<file path="src/rtl/branch_pkg.sv">
// Shared encodings for the branch resolution unit and its history table.
// Counter states, pc_sel codes and the saturating update rule.
package branch_pkg;

  localparam logic [1:0] PCSEL_SEQ  = 2'b00;
  localparam logic [1:0] PCSEL_TGT  = 2'b01;
  localparam logic [1:0] PCSEL_FALL = 2'b10;

  localparam logic [1:0] SNT = 2'b00;
  localparam logic [1:0] WNT = 2'b01;
  localparam logic [1:0] WT  = 2'b10;
  localparam logic [1:0] ST  = 2'b11;

  localparam logic [1:0] BHT_RST = WNT;

  function automatic logic [1:0] ctr_next(
    input logic [1:0] c,
    input logic       t
  );
    logic [1:0] n;
    n = c;
    unique case (1'b1)
      (t && c != ST):   n = c + 2'd1;
      (!t && c != SNT): n = c - 2'd1;
      default:          n = c;
    endcase
    return n;
  endfunction

endpackage

</file>
<file path="src/rtl/branch_history_table.sv">
// Array of 2-bit saturating counters with async read,
// synchronous update and asynchronous reset to weakly not-taken.
module branch_history_table #(
  parameter int ENTRIES = 16,
  parameter int IDX     = $clog2(ENTRIES)
) (
  input  logic           clk,
  input  logic           a_reset_n,
  input  logic [IDX-1:0] i_rd_idx,
  output logic           o_rd_taken,
  input  logic           i_we,
  input  logic [IDX-1:0] i_wr_idx,
  input  logic           i_taken
);
  import branch_pkg::*;

  logic [1:0] r_bht [ENTRIES];

  always_ff @(posedge clk or negedge a_reset_n) begin
    if (!a_reset_n) begin
      for (int i = 0; i < ENTRIES; i++) begin
        r_bht[i] <= BHT_RST;
      end
    end else if (i_we) begin
      r_bht[i_wr_idx] <= ctr_next(r_bht[i_wr_idx], i_taken);
    end
  end

  // Read sees the pre-update value when the write targets the same entry
  assign o_rd_taken = r_bht[i_rd_idx][1];

endmodule

</file>
<file path="src/rtl/branch_predict_unit.sv">
// Execute-stage branch resolution with a 2-bit dynamic predictor,
// registered redirect select and a stretched flush.
module branch_predict_unit #(
  parameter int W            = 32,
  parameter int BHT_ENTRIES  = 16,
  parameter int FLUSH_CYCLES = 2,
  parameter int MODE         = 1
) (
  input  logic         clk,
  input  logic         a_reset_n,
  input  logic [W-1:0] fe_pc,
  output logic         pred_taken,
  input  logic         ex_valid,
  input  logic [W-1:0] ex_pc,
  input  logic         ex_is_br,
  input  logic         ex_is_jmp,
  input  logic         ex_taken,
  input  logic         ex_pred_taken,
  output logic [1:0]   pc_sel,
  output logic         flush,
  output logic [31:0]  mispredict_cnt
);
  import branch_pkg::*;

  localparam int IDX = $clog2(BHT_ENTRIES);
  localparam int FCW =
    (FLUSH_CYCLES > 0) ? $clog2(FLUSH_CYCLES + 1) : 1;

  logic           w_mispredict;
  logic [1:0]     w_kind;
  logic           w_bht_we;
  logic           w_bht_taken;
  logic           w_unused;
  logic [FCW-1:0] r_fc;
  logic [1:0]     r_pc_sel;
  logic [31:0]    r_cnt;

  assign w_unused = ^{fe_pc[W-1:IDX+2], fe_pc[1:0],
                      ex_pc[W-1:IDX+2], ex_pc[1:0]};

  assign w_bht_we = (MODE == 1) & ex_valid & ex_is_br;

  branch_history_table #(
    .ENTRIES (BHT_ENTRIES)
  ) u_bht (
    .clk        (clk),
    .a_reset_n  (a_reset_n),
    .i_rd_idx   (fe_pc[IDX+1:2]),
    .o_rd_taken (w_bht_taken),
    .i_we       (w_bht_we),
    .i_wr_idx   (ex_pc[IDX+1:2]),
    .i_taken    (ex_taken)
  );

  assign pred_taken = (MODE == 1) ? w_bht_taken : 1'b0;

  // A jump wins over a branch when both flags are set
  assign w_mispredict = ex_valid &
    (ex_is_jmp | (ex_is_br & (ex_taken != ex_pred_taken)));

  always_comb begin
    w_kind = PCSEL_SEQ;
    unique case (1'b1)
      (ex_is_jmp | ex_taken): w_kind = PCSEL_TGT;
      default:                w_kind = PCSEL_FALL;
    endcase
  end

  always_ff @(posedge clk or negedge a_reset_n) begin
    if (!a_reset_n) begin
      r_fc     <= '0;
      r_pc_sel <= PCSEL_SEQ;
      r_cnt    <= '0;
    end else begin
      r_pc_sel <= w_mispredict ? w_kind : PCSEL_SEQ;
      if (w_mispredict) begin
        r_fc  <= FCW'(FLUSH_CYCLES);
        r_cnt <= r_cnt + 32'd1;
      end else if (r_fc != '0) begin
        r_fc <= r_fc - FCW'(1);
      end
    end
  end

  assign flush          = w_mispredict | (r_fc != '0);
  assign pc_sel         = r_pc_sel;
  assign mispredict_cnt = r_cnt;

endmodule

</file>
<file path="config.mk">
export PLATFORM = sky130hd
export DESIGN_NAME = branch_predict_unit
export DESIGN_NICKNAME = d
export VERILOG_FILES = /design/src/rtl/branch_pkg.sv /design/src/rtl/branch_history_table.sv /design/src/rtl/branch_predict_unit.sv
export SDC_FILE = /design/constraint.sdc
export NUM_CORES = 1
export LEC_CHECK = 0
export BUFFER_PORTS_ARGS = -buffer_cell sky130_fd_sc_hd__buf_2
export CAP_MARGIN = 20
export CORE_ASPECT_RATIO = 1.2
export CORE_UTILIZATION = 40
export CTS_CLUSTER_SIZE = 24
export DETAILED_ROUTE_END_ITERATION = 8
export PLACE_DENSITY = 0.65
export SLEW_MARGIN = 20
export SYNTH_ARGS = -nofsm -noshare
export SYNTH_HDL_FRONTEND = slang
export SYNTH_SLANG_ARGS = --single-unit
</file>
<file path="constraint.sdc">
create_clock -name clk -period 1.95 [get_ports clk]
set_clock_uncertainty 0.05 [all_clocks]
set_input_delay 0.39 -clock clk [delete_from_list [all_inputs] [get_ports clk]]
set_output_delay 0.39 -clock clk [all_outputs]
set_load 0.05 [all_outputs]
</file>
==> flow_summary_export.csv <==
group,metric,value,unit
run_status,outcome,"finished with violations",
run_status,violations,"negative setup slack",
timing,report.final.slew_viol_count,0,
global_routing,grt_pass1_wl,11.4,mm
clock_tree,cts-root-buf,"clkbuf_8",
clock_tree,clock_sinks,68,
clock_tree,tritoncts,"done",
synthesis,ys_seq_area_frac,0.514,
timing,fin_crit,2.29,ns
global_routing,grt_max_degree,37,
layout,postLayoutCoreUtil,0.514,
synthesis,synth_nets,345,
synthesis,synth-seq-cells,68,
timing,slew_headroom,0.664,
synthesis,synth.area.mux_share,0.191,
placed_design,dp_hpwl,5.16,mm
synthesis,ys_warn_count,0,
layout,layout.nets,425,
synthesis,synth_top_cell_area_share,0.388,
layout,design_area,4170,sq um
power_and_ir_drop,power_density,1000,nW/um^2
detailed_routing,viasPerCell,5.22,
worst_setup_path,worstPathArrival,1.85,ns
synthesis,synth_top_cell_by_area,"dfrtp_1",
synthesis,ys.flop_type,"dfrtp_1",
run,drv_cap,0,
synthesis,synth_edf_count,0,
placed_design,portBuffers,50,
floorplan,die_y,102,microns
placed_design,dpl-instance-area,3940,sq um
timing,max_freq,0.436,GHz
layout,syn_to_final_growth,24.3,%
power_and_ir_drop,internal_power,2.77,mW
clock_tree,cts-htree-levels,3,
global_routing,grt_use_total,0.173,
global_routing,antenna_found_initial,0,
timing,finalSetupTns,-0.341,ns
synthesis,yosys.area_share.simple,0.156,
layout,fillCellCount,734,
synthesis,synth-xor-area-share,0.0862,
synthesis,synth-compound-area-share,0.0243,
worst_setup_path,worstPathRequired,1.51,ns
detailed_routing,drc,0,
floorplan,fp.dieW,85.6,microns
global_routing,grt_pass1_vias,2403,
clock_tree,clock_latency,0.35,ns
synthesis,synth_cell_type_count,35,
power_and_ir_drop,total_power,4.17,mW
worst_setup_path,crit_type,"reg2out",
power_and_ir_drop,switching_share,0.335,
floorplan,dieArea,8750,sq um
synthesis,synth_fa_ha_area_frac,0.0108,
detailed_routing,wire_per_inst,15.3,microns
layout,most-common-layout-cells,"buf_2 (49), dfrtp_1 (41), nand2_1 (32)",
layout,drive_above_1_share,0.476,
layout,diodes,0,
placed_design,place_ws,-0.234,ns
synthesis,postSynthCellCount,272,
worst_setup_path,cp_max_fo,3,
clock_tree,clock_path_buffers,2,
detailed_routing,drt_iter0_markers,84,
timing,setup_viol,1,
power_and_ir_drop,p_comb_frac,0.270,
power_and_ir_drop,pwr-share-clk,0.281,
worst_hold_path,min-delay-path-class,"in2reg",
power_and_ir_drop,p_sw,1.39,mW
timing,min_period_over_period,1.17,
placed_design,place_congestion,0.737,
clock_tree,clk_pin_slew,0.08,ns
clock_tree,cts_buffers,9,
synthesis,postSynthAreaPerCell,12.3,sq um
power_and_ir_drop,vdd_ir_drop_max,0.884,mV
synthesis,yosys-top-cells-area,"dfrtp_1 (39%), dfstp_2 (13%), mux4_2 (8.7%), mux2_2 (8.4%), xnor2_1 (7.1%)",
worst_setup_path,critPathCaptureType,"primary output",
synthesis,synth-async-reset-ratio,1.00,
detailed_routing,drtAntennaViolNets,0,
floorplan,start_util,0.413,
synthesis,netlist_area,3350,sq um
detailed_routing,drt_wl_total,6.92,mm
detailed_routing,first_pass_iters,4,
floorplan,rows,36,
floorplan,ios,107,
global_routing,grt-ovfl-total,0,
synthesis,synth_top_family_by_area,"multiplexers",
worst_setup_path,crit_path_start_kind,"register",
timing,finalHoldViolCount,0,
power_and_ir_drop,p_seq_frac,0.449,
floorplan,core_area,8110,sq um
layout,layout_commonest_cell,"buf_2",
timing,worst_slack,-0.341,ns
timing,rsz0062_at_grt,"yes",
timing,worst_pin_slew,0.503,ns
detailed_routing,vias,2361,
power_and_ir_drop,p_leak,1.88,nW
-- cells in the mapped netlist, types with 3 or more instances --
master   number
nand3_1      17
nand2_1      33
xor2_1        6
mux4_2       13
buf_2         5
o21ai_0       7
inv_1         4
nor2b_1       5
nor2_1       11
xnor2_1      27
dfstp_2      16
nor3_1        4
mux2_2       25
dfrtp_1      52
and3_1        7
nand4_1      11
a21oi_1       3
-- registers in the layout, summed over array words and instances, names as in the netlist --
signal,cells
u_bht.r_bht,32
pc_sel,2
mispredict_cnt,32
r_fc,2
-- cells by family (layout without fill, tap and decap cells) --
| family | count (synthesis) | count (layout) |
|---|---|---|
| AND/OR/NAND/NOR | 100 | 100 |
| flip-flops | 68 | 68 |
| multiplexers | 42 | 42 |
| XOR/XNOR | 33 | 33 |
| AO/OA/AOI/OAI | 13 | 13 |
| buffers and inverters | 13 | 98 |
| adder cells (fa/ha/maj) | 3 | 3 |
-- final timing paths --
| kind | cells past startpoint | end | slack, ns | startpoint |
|---|---|---|---|---|
| worst max register to register | 6 | u_bht.r_bht[24] | 0.07 | u_bht.r_bht[13] |
| max in group asynchronous | 3 | u_bht.r_bht[22] | 0.71 | a_reset_n |
| worst min register to register | 1 | mispredict_cnt[31] | 0.43 | mispredict_cnt[31] |
| min in group asynchronous | 2 | pc_sel[0] | 0.50 | a_reset_n |
| worst max-delay path | 3 | pred_taken | -0.34 | u_bht.r_bht[31] |
| worst min-delay path | 2 | pc_sel[1] | 0.18 | ex_is_jmp |
-- metrics by stage --
stage	hold WS, ns	std cells
floorplan	0.0444	272
global placement	0.333	435
detailed placement	0.335	435
CTS	0.169	452
global route	0.185	452
finish	0.179	452
-- final cells by class --
class	instances	area [sq um]	share of cell area
clock buffer	10	138	0.0330
multi-input combinational	191	1590	0.382
timing repair buffer	78	507	0.122
sequential	68	1740	0.416
inverter	4	15.0	0.00360
clock inverter	6	63.8	0.0153
tap	95	119	0.0285
-- per-layer routing --
layer	GRT usage	vias up	part of all wire
li1	-	1133	-
met3	0.0355	8	0.046
met4	0.0731	0	0.011
met1	0.213	1166	0.44
met2	0.297	54	0.50
met5	0	-	0
-- what timing repair did --
item	4_1_cts	5_1_grt
hold endpoints to repair	18	0
gates resized for setup	2	4
setup endpoints to repair	1	17
hold buffers	1	0
buffers inserted	0	0
-- power by group through the flow --
| stage | registers (mW) | clock network (mW) | logic (mW) |
|---|---|---|---|
| floorplan | 2.13 | 0 | 0.551 |
| global placement | 1.89 | 0 | 1.10 |
| detailed placement | 1.90 | 0 | 1.12 |
| CTS | 1.88 | 1.21 | 1.13 |
| global route | 1.91 | 1.26 | 1.22 |
| finish | 1.87 | 1.17 | 1.12 |
-- worst max-delay path, stage by stage (launching register included) --
cell	delay [ns]
dfrtp_1	0.41
mux4_2	0.45
mux4_2	0.47
buf_6	0.17
No activity file was read; power rests on OpenSTA's default activity.
